$ cat config.mk
export PLATFORM = sky130hd
export DESIGN_NAME = axis_bram_adapter_v1_0_line_packer
export DESIGN_NICKNAME = d
export VERILOG_FILES = /design/src/rtl/axis_bram_adapter_v1_0_line_packer.sv
export SDC_FILE = /design/constraint.sdc
export NUM_CORES = 2
export LEC_CHECK = 0
export CAP_MARGIN = 10
export CORE_AREA = 2 2 480 482
export CTS_BUF_LIST = sky130_fd_sc_hd__clkbuf_8
export CTS_CLUSTER_DIAMETER = 150
export CTS_CLUSTER_SIZE = 40
export DETAILED_ROUTE_END_ITERATION = 10
export DIE_AREA = 0 0 482 484
export PLACE_DENSITY = 0.43
export SLEW_MARGIN = 10
export SYNTH_ARGS = -nofsm -noshare
export SYNTH_HDL_FRONTEND = slang
export SYNTH_SLANG_ARGS = --single-unit
$ cat constraint.sdc
create_clock -name clk -period 2.4 [get_ports clk]
set_clock_uncertainty 0.1 [all_clocks]
set_input_delay 0.36 -clock clk [delete_from_list [all_inputs] [get_ports clk]]
set_output_delay 0.36 -clock clk [all_outputs]
set_load 0.05 [all_outputs]
$ cat src/rtl/axis_bram_adapter_v1_0_line_packer.sv
`default_nettype none
// +--------------------------------------------------------------------------+
// | Module   : axis_bram_adapter_v1_0_line_packer                            |
// | Purpose  : Packs WORD_WIDTH-bit AXI-Stream beats into BRAM_WIDTH_IN_WORD- |
// |            word lines and writes each line to BRAM at a self-incrementing |
// |            index inside a start/bound window.                            |
// | Options  : LINE_PACKER_TLAST_PAD_EN - a tlast beat closes the line early, |
// |            leaving the remaining slots zero.                             |
// | Revision : 1.0 - initial release                                         |
// +--------------------------------------------------------------------------+
module axis_bram_adapter_v1_0_line_packer #(
  parameter int WORD_WIDTH         = 32,
  parameter int BRAM_WIDTH_IN_WORD = 36,
  parameter int BRAM_DEPTH         = 12
) (
  input  logic                                 clk,
  input  logic                                 rstn,
  input  logic                                 addr_reload,
  input  logic [BRAM_DEPTH-1:0]                bram_start_index,
  input  logic [BRAM_DEPTH-1:0]                bram_bound_index,
  input  logic [WORD_WIDTH-1:0]                s_axis_tdata,
  input  logic                                 s_axis_tvalid,
  input  logic                                 s_axis_tlast,
  output logic                                 s_axis_tready,
  output logic                                 bram_en,
  output logic                                 bram_wen,
  output logic [BRAM_DEPTH-1:0]                bram_index,
  output logic [WORD_WIDTH*BRAM_WIDTH_IN_WORD-1:0] bram_din,
  output logic                                 bram_last,
  output logic                                 full
);

  localparam int c_line_w = WORD_WIDTH * BRAM_WIDTH_IN_WORD;
  // BRAM_WIDTH_IN_WORD is at most 63, so six bits always hold a slot number.
  localparam int c_cnt_w  = 6;
  localparam logic [c_cnt_w-1:0] c_last_slot = c_cnt_w'(BRAM_WIDTH_IN_WORD - 1);
`ifdef LINE_PACKER_TLAST_PAD_EN
  localparam bit c_pad_en = 1'b1;
`else
  localparam bit c_pad_en = 1'b0;
`endif

  typedef enum logic [1:0] {
    FILL  = 2'd0,
    WRITE = 2'd1,
    HALT  = 2'd2
  } state_t;

  state_t                  state_q, state_d;
  logic [c_cnt_w-1:0]      word_cnt_q, word_cnt_d;
  logic [c_line_w-1:0]     din_q, din_d;
  logic                    last_flag_q, last_flag_d;
  logic                    en_q, en_d;
  logic                    bram_last_q, bram_last_d;
  logic [BRAM_DEPTH-1:0]   index_q, index_d;
  logic                    full_q, full_d;
  logic                    w_hs;

  // Ready only while filling; reload blocks the stream so no beat is lost.
  assign s_axis_tready = rstn && (state_q == FILL) && !addr_reload;
  assign w_hs          = s_axis_tvalid && s_axis_tready;

  assign bram_en    = en_q;
  assign bram_wen   = en_q;
  assign bram_index = index_q;
  assign bram_din   = din_q;
  assign bram_last  = bram_last_q;
  assign full       = full_q;

  // Next-state logic: reload overrides everything; WRITE is a single cycle.
  always_comb begin
    state_d     = state_q;
    word_cnt_d  = word_cnt_q;
    din_d       = din_q;
    last_flag_d = last_flag_q;
    index_d     = index_q;
    full_d      = full_q;
    en_d        = 1'b0;
    bram_last_d = 1'b0;

    if (addr_reload) begin
      state_d     = FILL;
      index_d     = bram_start_index;
      word_cnt_d  = '0;
      din_d       = '0;
      last_flag_d = 1'b0;
      full_d      = 1'b0;
    end else begin
      case (state_q)
        FILL: begin
          if (w_hs) begin
            for (int k = 0; k < BRAM_WIDTH_IN_WORD; k++) begin
              if (word_cnt_q == c_cnt_w'(k)) begin
                din_d[k*WORD_WIDTH +: WORD_WIDTH] = s_axis_tdata;
              end
            end
            word_cnt_d  = word_cnt_q + 1'b1;
            last_flag_d = last_flag_q | s_axis_tlast;
            if ((word_cnt_q == c_last_slot) || (c_pad_en && s_axis_tlast)) begin
              state_d     = WRITE;
              en_d        = 1'b1;
              bram_last_d = last_flag_d;
            end
          end
        end
        WRITE: begin
          word_cnt_d  = '0;
          din_d       = '0;
          last_flag_d = 1'b0;
          if (index_q == bram_bound_index) begin
            state_d = HALT;
            full_d  = 1'b1;
          end else begin
            index_d = index_q + 1'b1;
            state_d = FILL;
          end
        end
        HALT: begin
          state_d = HALT;
        end
        default: begin
          state_d = FILL;
        end
      endcase
    end
  end

  // State and datapath registers with asynchronous active-low reset.
  always_ff @(posedge clk or negedge rstn) begin
    if (!rstn) begin
      state_q     <= FILL;
      word_cnt_q  <= '0;
      din_q       <= '0;
      last_flag_q <= 1'b0;
      en_q        <= 1'b0;
      bram_last_q <= 1'b0;
      index_q     <= '0;
      full_q      <= 1'b0;
    end else begin
      state_q     <= state_d;
      word_cnt_q  <= word_cnt_d;
      din_q       <= din_d;
      last_flag_q <= last_flag_d;
      en_q        <= en_d;
      bram_last_q <= bram_last_d;
      index_q     <= index_d;
      full_q      <= full_d;
    end
  end

endmodule
`default_nettype wire

==> impl_results.md <==
* Synthesis Warnings at 0
* Clk sink count at 1,176
* IO Port Bufs at 1,229
* Mapped Nets at roughly 4,400
* CTS tree: yes
* Post-synthesis average cell area at approximately 10 µm²
* CTS HTree Levels at 2
* RePlAce Congestion at slightly above 0.8
* Final #Nets at 5,638
* Max-slew headroom at 27.1%
* Critical Path End Type: register
* Max-slew violations at 0
* Setup-failing EPs final at 0
* Die area at 233,000 µm²
* CP required at between 3 and 4 ns
* Clk_lat worst skew at 0.84 ns
* Reg2reg path depth at 6
* Total Power at 42.3 mW
* Layout cells sized above 1 at 26.0%
* Combinational cell fraction of total power at a little over a quarter
* Core box area at 229,000 µm²
* Most frequent cells in the layout: 1,337 x nand2_1, 1,166 x dfrtp_1, 852 x clkdlybuf4s15_2, 381 x o21ai_0, 358 x o21ai_1
* Reg-to-reg endpoint: bram_din[1150]
* Reg clk slew, reported paths at between 0.2 and 0.3 ns
* Area growth from synthesis to layout at 47.3%
* Commonest non-fill, non-tap cell in the layout: nand2_1
* CP Launch Point: word_cnt_q[0]
* Worst vdd ir at 0.394 mV
* Fin. Hold Viols at 0
* Antenna viol nets, final at 0
* Reg2reg setup slack at 0.05 ns
* Nature of the critical path startpoint: register
* Hpwl dp at 171 mm
* # rows at 176
* Sequential share of the synthesized area at 66.0%
* Clock network power share at 20.8%
* Top FF cell, synth: dfrtp_1
* DRT Pass-1 Iters at 5
* Num CTS Buffers at between 40 and 50
* PwrDens at 643 nW/µm²
* Mapped cell area at about 45,000 µm²
* Place WS at -0.435 ns
* Setup CP Type: register to register
* Boundary Pins at between 1,000 and 1,500
* Fmax at 426 MHz
* P_leak at around 28 nW
* Crit-path max FO at 22
* Worst Hold Class: input port to register
* GR Util All Layers at roughly 19%
* Root Driver: clkbuf_8
* Cells after Synth at approximately 4,300
* Status: finished clean
* Finished Core Util at 28.8%
* Max Cap Viol at 0
* PnR worst setup slack at 0.0517 ns
* Largest net degree at the start of global routing at 167
* Synth Register Bits at 1,176
* EDFF count, synth at 0
* WP data arrival at about 3 ns
* Period utilization at 97.8%
* Worst Max-Slew Pin Slew at 1.09 ns
* Internal power at 26.0 mW
* Die W at 482 µm
* Vias in the first global route at 36,500
* Starting Density at 19.5%
* Sequential power share at 51.9%
* Number of remaining DRC errors at 0
* First-pass GRT wire length at 318 mm
* Psw at 16.2 mW
* Final global-route overflow total at 0
* Post-synth ARST share at between 90% and 100%
* Critical R2R Launch: word_cnt_q[0]
* Via Count at between 30,000 and 40,000
* Die Span Y at 484 µm
* RSZ-0062 raised after global routing: true
* Wirelength per Cell at roughly 27 µm
* Drt total wl at 233 mm
* Tmin final at roughly 2.3 ns
* Sw Ratio at about 38%
* Synth cell types at 54
* Vias per cell at 4.22
* Critical path endpoint: bram_din[1150]
* Max clock buf depth at 3
* Antenna violations before repair at 20
* DR iter-0 viols at 2,337
[layer usage]
layer | routed length, µm | up-vias | GRT usage, %
li1 | - | 16700 | -
met1 | 94800 | 18400 | 23.4
met4 | 5990 | 0 | 4.73
met3 | 18900 | 162 | 6.26
met2 | 114000 | 1123 | 33.2
met5 | 0 | - | 0
[Yosys cell counts, types with 3 or more instances]
library cell	count	area share (%)
nand2_1	1369	12
dfrtp_1	1176	66
o21ai_0	381	4.3
o21ai_1	359	4.0
a21oi_1	294	3.3
clkbuf_1	213	1.8
buf_2	145	1.6
mux2_1	65	1.6
nor2_1	47	0.40
and3_1	41	0.57
mux2i_1	32	0.72
mux2_2	31	0.78
buf_4	13	0.22
xnor2_1	12	0.24
nor3_2	10	0.22
or3_1	10	0.14
a31oi_4	8	0.38
nand3_1	7	0.079
nand4_1	7	0.098
nor2b_1	7	0.098
o21ai_2	7	0.14
nand2b_1	6	0.084
or4_1	6	0.10
a41oi_4	5	0.31
buf_6	5	0.13
ha_1	5	0.14
nor3_1	5	0.056
a31oi_1	4	0.056
o21a_1	4	0.067
o31a_1	4	0.079
xor2_1	4	0.079
a41oi_2	3	0.11
inv_1	3	0.025
o211ai_1	3	0.050
[sequential cells by signal, summed over array words and instances, names as in the netlist]
register and cells:
bram_din 1152, last_flag_q 1, bram_index 12, state_q 2, bram_en 1, bram_last 1
full 1, word_cnt_q 6
[through the flow]
stage | cell area (µm²) | hold WS, ns | cells | setup TNS [ns]
CTS | 65700 | 0.00339 | 8608 | -0.107
finish | 65700 | 0.140 | 8622 | 0
detailed placement | 63500 | 0.110 | 8516 | -314.63
floorplan | 44600 | -0.0356 | 4317 | 0
global route | 65700 | 0.0560 | 8617 | -0.0830
global placement | 63500 | 0.119 | 8516 | -303.92
[how the worst min path moves through the flow]
stage                           from       endpoint  slack (ns)  cells past startpoint
floorplan                       rstn    bram_din[0]       -0.04                      0
global placement                rstn           full        0.12                      1
detailed placement              rstn           full        0.11                      1
CTS                 s_axis_tdata[31]  bram_din[991]       0.003                      4
global route        s_axis_tdata[31]  bram_din[991]        0.06                      4
finish              s_axis_tdata[31]  bram_din[991]        0.14                      4
[power groups by stage]
stage	logic (mW)	clock network [mW]	registers [mW]
after floorplan	1.76	0	26.7
after detailed placement	12.1	0	22.3
final	11.5	8.78	21.9
after global routing	12.1	9.80	22.1
after global placement	12.1	0	22.3
after CTS	11.7	9.29	22.0
[logic make-up (layout without fill, tap and decap cells)]
kind of cell | count (synthesis) | in the layout | share of synthesized area (%)
flops | 1176 | 1176 | 66.0
other cells | 0 | 10 | 0
fa+ha+maj | 5 | 5 | 0.140
simple gates | 1528 | 1528 | 13.6
xor+xnor | 16 | 16 | 0.314
buf+inv | 382 | 1651 | 3.81
compound gates | 1082 | 1082 | 13.0
mux | 128 | 128 | 3.14
[repair_timing]
| item | CTS | global route |
|---|---|---|
| setup endpoints to repair | 1144 | 154 |
| hold endpoints to repair | 862 | 0 |
| pin swaps | 1 | 3 |
| setup buffers | 3 | 2 |
| gates cloned | 0 | 2 |
| gates resized for setup | 3011 | 41 |
| hold buffers | 32 | 0 |
[worst max-delay path, cell delays in order, from the launching register on]
cell	delay, ns
dfrtp_2	0.46
ha_1	0.31
and3_1	0.29
a31oi_1	0.16
o21ai_4	0.33
buf_12	0.23
mux2_1	0.34
[cell type report]
class / count / area [µm²]
clock inverters: 15 / 292
flip-flops and latches: 1176 / 29400
diodes: 10 / 25.0
multi-input cells: 2759 / 13800
clock buffers: 42 / 578
fillers: 24100 / 163000
well taps: 3026 / 3790
repair buffers: 1590 / 17800
inverters: 4 / 15.0
(Power assumes the default switching activity.)
